## config.mk

```make
export PLATFORM = sky130hd
export DESIGN_NAME = tdoa_sad_estimator
export DESIGN_NICKNAME = d
export VERILOG_FILES = /design/src/rtl/tdoa_pkg.sv /design/src/rtl/tdoa_sample_buffer.sv /design/src/rtl/tdoa_sad_estimator.sv
export SDC_FILE = /design/constraint.sdc
export NUM_CORES = 2
export LEC_CHECK = 0
export ABC_AREA = 1
export CORE_MARGIN = 2
export CORE_UTILIZATION = 48
export CTS_CLUSTER_DIAMETER = 200
export CTS_CLUSTER_SIZE = 14
export DETAILED_ROUTE_END_ITERATION = 8
export GPL_TIMING_DRIVEN = 0
export PLACE_DENSITY = 0.63
export SLEW_MARGIN = 20
export SYNTH_ARGS = -nofsm -noshare
export SYNTH_HDL_FRONTEND = slang
export SYNTH_SLANG_ARGS = --single-unit
export TNS_END_PERCENT = 10
```

## constraint.sdc

```tcl
create_clock -name clk -period 10.1 [get_ports clk]
set_input_delay 2.02 -clock clk [delete_from_list [all_inputs] [get_ports clk]]
set_output_delay 2.02 -clock clk [all_outputs]
set_load 0.01 [all_outputs]
```

## src/rtl/tdoa_pkg.sv

```systemverilog
// tdoa_pkg: shared state encoding and width/sector helpers for the TDOA SAD estimator
package tdoa_pkg;
  typedef enum logic [1:0] {IDLE, CAPTURE, SEARCH, DONE} state_t;
  function automatic int clog2(input int v);
    int r;
    r = 0;
    while ((1 << r) < v) r++;
    return r;
  endfunction
  function automatic int lag_sector(input int k, input int l, input int led_w);
    return k * led_w / l;
  endfunction
endpackage

```

## src/rtl/tdoa_sample_buffer.sv

```systemverilog
// tdoa_sample_buffer: two-channel sample store, one shared write port, one async read per channel
module tdoa_sample_buffer #(
  parameter int DATA_WIDTH = 16,
  parameter int DEPTH = 64,
  parameter int AW = 6
) (
  input  logic                  clk,
  input  logic                  we,
  input  logic [AW-1:0]         waddr,
  input  logic [DATA_WIDTH-1:0] wdata_l,
  input  logic [DATA_WIDTH-1:0] wdata_r,
  input  logic [AW-1:0]         raddr_l,
  input  logic [AW-1:0]         raddr_r,
  output logic [DATA_WIDTH-1:0] rdata_l,
  output logic [DATA_WIDTH-1:0] rdata_r
);
  logic [DATA_WIDTH-1:0] mem_l [DEPTH];
  logic [DATA_WIDTH-1:0] mem_r [DEPTH];
  always_ff @(posedge clk)
    if (we) begin
      mem_l[waddr] <= wdata_l;
      mem_r[waddr] <= wdata_r;
    end
  assign rdata_l = mem_l[raddr_l];
  assign rdata_r = mem_r[raddr_r];
endmodule

```

## src/rtl/tdoa_sad_estimator.sv

```systemverilog
// tdoa_sad_estimator: captures a stereo window and picks the lag with minimum sum of absolute differences
module tdoa_sad_estimator
  import tdoa_pkg::*;
#(
  parameter int DATA_WIDTH = 16,
  parameter int WIN = 32,
  parameter int MAX_LAG = 16,
  parameter int LED_W = 8
) (
  input  logic                                    clk,
  input  logic                                    reset,
  input  logic                                    start,
  input  logic                                    in_valid,
  input  logic [DATA_WIDTH-1:0]                   left_in,
  input  logic [DATA_WIDTH-1:0]                   right_in,
  output logic                                    busy,
  output logic                                    result_valid,
  output logic signed [clog2(MAX_LAG+1):0]        best_lag,
  output logic [DATA_WIDTH+clog2(WIN):0]          best_sad,
  output logic [LED_W-1:0]                        led_pattern
);
  localparam int N  = WIN + 2*MAX_LAG;
  localparam int L  = 2*MAX_LAG + 1;
  localparam int AW = clog2(N);
  localparam int JW = clog2(WIN);
  localparam int KW = clog2(L) > 0 ? clog2(L) : 1;
  localparam int LW = clog2(MAX_LAG+1) + 1;
  localparam int SW = DATA_WIDTH + 1 + clog2(WIN);
  state_t state_q, state_d;
  logic [AW-1:0] n;
  logic [JW-1:0] j;
  logic [KW-1:0] k, kmin, k_best;
  logic [SW-1:0] acc, min_sad, sad_now, sad_best;
  logic signed [DATA_WIDTH-1:0] l_rd, r_rd;
  logic signed [DATA_WIDTH:0] diff;
  logic [DATA_WIDTH:0] mag;
  logic accept, last_j, last_k, better;
  tdoa_sample_buffer #(.DATA_WIDTH(DATA_WIDTH), .DEPTH(N), .AW(AW)) u_buf (
    .clk(clk),
    .we(accept),
    .waddr(n),
    .wdata_l(left_in),
    .wdata_r(right_in),
    .raddr_l(AW'(MAX_LAG) + AW'(j)),
    .raddr_r(AW'(k) + AW'(j)),
    .rdata_l(l_rd),
    .rdata_r(r_rd)
  );
  assign accept   = state_q == CAPTURE && in_valid;
  assign last_j   = j == JW'(WIN-1);
  assign last_k   = k == KW'(L-1);
  assign diff     = (DATA_WIDTH+1)'(l_rd) - (DATA_WIDTH+1)'(r_rd);
  assign mag      = diff[DATA_WIDTH] ? $unsigned(-diff) : $unsigned(diff);
  assign sad_now  = acc + SW'(mag);
  assign better   = sad_now < min_sad;
  assign k_best   = better ? k : kmin;
  assign sad_best = better ? sad_now : min_sad;
  always_comb begin
    state_d = state_q == IDLE    ? (start ? CAPTURE : IDLE) :
              state_q == CAPTURE ? (accept && n == AW'(N-1) ? SEARCH : CAPTURE) :
              state_q == SEARCH  ? (last_j && last_k ? DONE : SEARCH) : IDLE;
    busy = state_q == CAPTURE || state_q == SEARCH;
    result_valid = state_q == DONE;
  end
  always_ff @(posedge clk or posedge reset)
    if (reset) state_q <= IDLE;
    else state_q <= state_d;
  always_ff @(posedge clk or posedge reset) begin
    if (reset) begin
      n <= '0;
      j <= '0;
      k <= '0;
      kmin <= '0;
      acc <= '0;
      min_sad <= '0;
      best_lag <= '0;
      best_sad <= '0;
      led_pattern <= LED_W'(1) << (LED_W/2);
    end else begin
      if (state_q == IDLE && start) n <= '0;
      if (accept) n <= n + AW'(1);
      if (state_q == CAPTURE && state_d == SEARCH) begin
        j <= '0;
        k <= '0;
        kmin <= '0;
        acc <= '0;
        min_sad <= '1;
      end
      if (state_q == SEARCH) begin
        j <= last_j ? '0 : j + JW'(1);
        acc <= last_j ? '0 : sad_now;
        if (last_j) begin
          k <= k + KW'(1);
          kmin <= k_best;
          min_sad <= sad_best;
        end
        if (last_j && last_k) begin
          best_lag <= LW'(int'(k_best) - MAX_LAG);
          best_sad <= sad_best;
          led_pattern <= LED_W'(1) << lag_sector(int'(k_best), L, LED_W);
        end
      end
    end
  end
endmodule
```

# ---- Word-level counts from Yosys, hierarchy flattened
# Memory sizes are Yosys's and may differ from the RTL's.
# Cells that the tools add are included.
dict set report totals {
  regBits 105
  ramBits 2048
  in_bits 36
  output_inout_bits 38
  word_cells 69
  memories 2
}
# memory words width read_ports rd_ports_with_merged_regs write_ports line
set mem_list {}
lappend mem_list {u_buf.mem_l 64 16 1 0 1 tdoa_sample_buffer.sv:17} ;# logic [DATA_WIDTH-1:0] mem_l [DEPTH];
lappend mem_list {u_buf.mem_r 64 16 1 0 1 tdoa_sample_buffer.sv:18} ;# logic [DATA_WIDTH-1:0] mem_r [DEPTH];
dict set report classes {
  n_addsub 9
  div_mod_pow 1
  order_cmp 1
  n_eq_ne 7
  n_shift 1
  n_mux 28
  n_reduce_logical 10
}
# cell n
set op_table {}
lappend op_table {{$mux 22} 7}
lappend op_table {{$mux 6} 9}
lappend op_table {{$div 10x7->32 const B} 1}
lappend op_table {{$shl 1x32->8 const A} 1}
lappend op_table {{$add 22x17->22} 1}
lappend op_table {{$lt 22x22->1} 1}
lappend op_table {{$mux 17} 1}
lappend op_table {{$neg 17->17} 1}
lappend op_table {{$sub 16x16->17} 1}
lappend op_table {{$mux 5} 3}
lappend op_table {{$add 6x1->6 const B} 2}
lappend op_table {{$eq 6x6->1 const B} 2}
lappend op_table {{$mux 2} 4}
lappend op_table {{$add 5x5->6 const A} 1}
lappend op_table {{$add 6x5->6} 1}
lappend op_table {{$eq 2x2->1 const B} 3}
lappend op_table {{$sub 6x5->6 const B} 1}
lappend op_table {{$add 5x1->5 const B} 1}
lappend op_table {{$eq 5x5->1 const B} 1}
lappend op_table {{$logic_and 1x1->1} 5}
lappend op_table {{$mux 1} 4}
lappend op_table {{$reduce_bool 2->1} 2}
lappend op_table {{$eq 2x1->1 const B} 1}
lappend op_table {{$logic_not 2->1} 1}
lappend op_table {{other kinds (2)} 2}

# ---- Depth between registers and ports, before layout
dict set report depth {
  word_depth 11
  ltp_mapped 88
  depth_no_buf 83
}

# ---- Cells and area by module
# Synthesis repeated with hierarchy kept, for this count alone.
dict set report unflattened {
  hier_cells 8046
  area_unflattened_um2 91432.7
}
# module instances cells_per_inst area_each_um2 seq_area_each_um2
set by_module_without_submodules {}
lappend by_module_without_submodules {tdoa_sample_buffer 1 6909 83161.0 61499.0}
lappend by_module_without_submodules {tdoa_sad_estimator 1 1137 8271.7 2628.8}

# ---- Worst setup path before layout
# No wires, ideal clock.
dict set report synth_path {
  kind {flip-flop to flip-flop}
  from {register j[1]}
  to {register led_pattern[3]}
  setup_ps 118
  arrival_time_ps 11111
  t_required_ps 9982
  path_slack_ps -1129
  path_stages_with_launch 84
  path_buffers 8
  synth_period_minus_slack_ps 11229
  path_cell_list {dfrtp_1 -> inv_1 -> clkbuf_1 -> clkbuf_1 -> fa_1 -> clkbuf_1 -> inv_1 -> clkbuf_1 -> clkbuf_1 -> a21oi_1 -> a221oi_1 -> nor2_1 -> o211ai_1 -> nand3_1 -> nand2_1 -> ha_1 -> inv_1 -> fa_1 -> [... 48 more ...] -> nand3_2 -> nor2_4 -> nand3_4 -> buf_6 -> inv_1 -> ha_1 -> nor2_1 -> nand2_1 -> nand2_4 -> nand3_4 -> nand3_2 -> nand2_1 -> nor2_2 -> nand2_1 -> nor2_1 -> nand2_1 -> nand3_1 -> nand2_1}
}
dict set report synth_between {
  elab_chain_cells 10
  word_cells_on_any_way 15
  cone_classes {add/sub: 5; div: 1; order compare: 1; eq/ne: 1; shift: 1; mux: 2; reduce/logical: 2; memory: 2}
}
# element line
set synth_rtl {}
lappend synth_rtl {{start: declaration} tdoa_sad_estimator.sv:31} ;# logic [JW-1:0] j;
lappend synth_rtl {{start signal: assignment} tdoa_sad_estimator.sv:90} ;# j <= last_j ? '0 : j + JW'(1);
lappend synth_rtl {{$add 6x5->6 or $add 5x5->6 (tied branches)} {tdoa_sad_estimator.sv:45, tdoa_sad_estimator.sv:44}}
lappend synth_rtl {{$mem_v2 64x16, on equally long branches} -}
lappend synth_rtl {{$sub 16x16->17} tdoa_sad_estimator.sv:52} ;# assign diff = (DATA_WIDTH+1)'(l_rd) - (DATA_WIDTH+1)'(r_rd);
lappend synth_rtl {{$neg 17->17} tdoa_sad_estimator.sv:53} ;# assign mag = diff[DATA_WIDTH] ? $unsigned(-diff) : $unsigned(diff);
lappend synth_rtl {{$mux 17} tdoa_sad_estimator.sv:53}
lappend synth_rtl {{$add 22x17->22} tdoa_sad_estimator.sv:54} ;# assign sad_now = acc + SW'(mag);
lappend synth_rtl {{$lt 22x22->1} tdoa_sad_estimator.sv:55} ;# assign better = sad_now < min_sad;
lappend synth_rtl {{$mux 6} tdoa_sad_estimator.sv:56} ;# assign k_best = better ? k : kmin;
lappend synth_rtl {{$div 10x7->32} tdoa_pkg.sv:11} ;# return k * led_w / l;
lappend synth_rtl {{$shl 1x32->8} tdoa_sad_estimator.sv:100} ;# led_pattern <= LED_W'(1) << lag_sector(int'(k_best), L, LED_W);
lappend synth_rtl {{end signal: assignment} tdoa_sad_estimator.sv:78} ;# led_pattern <= LED_W'(1) << (LED_W/2);
lappend synth_rtl {{end signal: assignment} tdoa_sad_estimator.sv:100}
lappend synth_rtl {{end: declaration} tdoa_sad_estimator.sv:20} ;# output logic [LED_W-1:0] led_pattern
# Several ways; a longest one is shown, not always the timed one.
# A chain may end at the register's enable or synchronous reset.

# ---- Worst setup path in the final report
dict set report layout_path {
  from {register j[1]}
  to {register led_pattern[0]}
}
# The elaborated chain is that of the path after synthesis.

==> qor.csv <==
metric,value,unit
slowest cell on the critical path,a31oi_2,
total CTS buffers,135,
Crit Path Max Fanout,10,
largest area contributor in the synthesized netlist,edfxtp_1,
crit path DAT,12.19,ns
outcome,finished with violations,
nets,5952,
Core Region,141000,um2
clk buf depth,3,
GRT Util Overall,32.4,%
Post-CTS Hold Fix Bufs,0,
routed vias,50088,
DRT antenna net count,0,
min cycle time layout,11.46,ns
site row count,138,
"Clk pin slew, worst setup/hold paths",0.08,ns
"EDFF count, synth",1536,
RD Place Congestion,1.02,
CTS tree,done,
nature of the critical path startpoint,flip-flop,
Worst Tran Pin Value,1.09,ns
post-synthesis cell count,5442,
critical setup path kind,reg -> reg,
starting DRC count in detailed routing,8671,
largest net degree at the start of global routing,65,
wire per inst,31.0,um
initial antenna violation count,10,
RSZ-0062 raised after global routing,true,
failing checks,setup timing,
"commonest non-fill, non-tap cell in the layout",edfxtp_1,
yosys warns,0,
number of global-route vias before repair,47016,
Final Hold Viols,0,
reg2reg start,j[1]$_DFFE_PP0P_,
Post-Route WL,240000,um
Ports,74,
Starting Density,48.2,%
Port Buffer Count,73,
Worst slew margin,26.9,%
critical path endpoint category,flip-flop,
mapped cell area,67900,um2
Die X,380,um
CP required,10.82,ns
max-cap violation count,0,
syn nets,5559,
fraction of registers with async set/reset,6.40,%
final clock skew,0.0275,ns
HPWL Detailed,163000,um
Main synth FF type,edfxtp_1,
area added between synthesis and finish,18.2,%
fin crit share,113,%
die height,380,um
Min Hold Slack,0.480,ns
DR pass1 iterations,6,
Max Slew Vio Count,0,
CP endpoint,led_pattern[0]$_DFFE_PP0P_,
Yosys top cell area share,67.9,%
"Seq/Total Area, Yosys",71.8,%
Mean Syn Cell Area,12.5,um2
Yosys reg bits,1641,
Clock Latency Late Sink,0.80,ns
CTS Sinks,1641,
Worst R2R End,led_pattern[0]$_DFFE_PP0P_,
Synth area leaders,"edfxtp_1 68%, o21ai_0 5.5%, nor2_1 4.4%, dfrtp_1 3.8%, nand2_1 3.1%",
global-route wire length before repair,337000,um
"Distinct cells, synth",52,
final setup violation count,8,
FF-to-FF path depth,79,
"Largest stage delay, worst path",0.50,ns
CP Launch Point,j[1]$_DFFE_PP0P_,
die area,145000,um2
crit-path most repeated cell,nand2_2,
gr ovfl total,0,
PnR worst setup slack,-1.36,ns
worst hold path class,reg -> reg,
Remaining DRCs,0,
layout cell share with drive strength beyond 1,15.9,%
via density per instance,6.45,
Fmax,0.0872,GHz
Reg2Reg Setup Slack,-1.36,ns
htree depth,4,
root buf cell,clkbuf_16,
most frequent cells in the layout,"1536 x edfxtp_1, 738 x o21ai_0, 713 x nor2_1",
## synthesized netlist by cell type, types with 12 or more instances
library cell	count
a21oi_1	220
a221oi_1	84
a31oi_1	52
buf_1	30
clkbuf_1	318
dfrtp_1	104
edfxtp_1	1536
ha_1	78
inv_1	164
nand2_1	570
nand2_2	17
nand3_1	185
nand4_1	20
nor2_1	791
nor3_1	15
o21ai_0	746
o221ai_1	184
o22ai_1	165
xnor2_1	12
xor2_1	44
## worst max-delay path, delay by kind of cell, from the launching register on
kind	cells	cell delay, ns
and+or+nand+nor	47	4.72
xor gates and xnor gates	2	0.41
buffers and inverters	14	1.95
AOI/OAI and AO/OA	10	2.04
DFF	1	0.43
adders and majority gates	6	1.74
## flip-flops by register name, indices dropped and copies added, names as in the netlist
signal       cells
acc             22
best_lag         6
best_sad        22
j                5
k                6
kmin             6
led_pattern      8
min_sad         22
n                6
state_q          2
u_buf.mem_l    512
u_buf.mem_r   1024
## stage by stage
| stage | utilization (%) | setup slack (ns) | instance area [um2] | setup TNS, ns | instances |
|---|---|---|---|---|---|
| 2_1_floorplan | - | -0.0874 | 68300 | -0.480 | 5442 |
| 3_3_place_gp | 50.6 | -4.55 | 71400 | -153.47 | 7405 |
| 3_5_place_dp | 52.1 | -4.64 | 73500 | -159.00 | 7488 |
| 4_1_cts | 56.3 | -1.07 | 79500 | -8.34 | 7737 |
| 5_1_grt | 56.9 | -1.84 | 80300 | -14.83 | 7762 |
| 6_report | 56.9 | -1.36 | 80300 | -10.63 | 7763 |
## cells by family after synthesis
| group | count (synthesis) | synth area share [%] |
|---|---|---|
| flip-flops | 1641 | 71.8 |
| AND/OR/NAND/NOR | 1639 | 9.93 |
| AO/OA/AOI/OAI | 1490 | 13.0 |
| buffers and inverters | 531 | 2.96 |
| adder cells (fa/ha/maj) | 81 | 1.52 |
| XOR/XNOR | 56 | 0.722 |
| multiplexers | 4 | 0.0589 |
## metal layers
metal / GRT usage, % / vias to the layer above / part of all wire [%]
met1: 44.3 / 24888 / 38
met5: 0 / - / 0.023
met2: 48.0 / 3582 / 44
met4: 15.1 / 8 / 5.4
met3: 9.21 / 663 / 13
li1: - / 20947 / -
## worst min-delay path by stage
| stage | cells after the start | start | endpoint | slack, ns |
|---|---|---|---|---|
| after floorplan | 2 | kmin[4]$_DFF_PP0_ | kmin[4]$_DFF_PP0_ | 0.45 |
| after global placement | 2 | best_sad[1]$_DFFE_PP0P_ | best_sad[1]$_DFFE_PP0P_ | 0.47 |
| after detailed placement | 2 | best_sad[20]$_DFFE_PP0P_ | best_sad[20]$_DFFE_PP0P_ | 0.47 |
| after CTS | 2 | best_sad[20]$_DFFE_PP0P_ | best_sad[20]$_DFFE_PP0P_ | 0.49 |
| after global routing | 2 | best_sad[16]$_DFFE_PP0P_ | best_sad[16]$_DFFE_PP0P_ | 0.51 |
| final | 2 | best_sad[20]$_DFFE_PP0P_ | best_sad[20]$_DFFE_PP0P_ | 0.48 |
## final cells by class
class                      count  area [um2]
timing repair buffer         256        3190
inverter                     180         723
sequential                  1641       48800
multi-input combinational   3270       19300
clock inverter                 7        98.8
fill                       11316       60800
tap                         1890        2360
clock buffer                 167        3690
buffer                       351        2170
antenna                        1        2.50
## repair_timing
action | 4_1_cts | 5_1_grt
pin swaps | 72 | 86
buffers inserted | 73 | 25
resized for setup | 425 | 169
cloned | 2 | 0
hold endpoints to repair | 0 | 0
setup endpoints to repair | 71 | 51
Power is not shown: default switching activity piles up to over one toggle a cycle in this logic, so the estimate is an artifact.
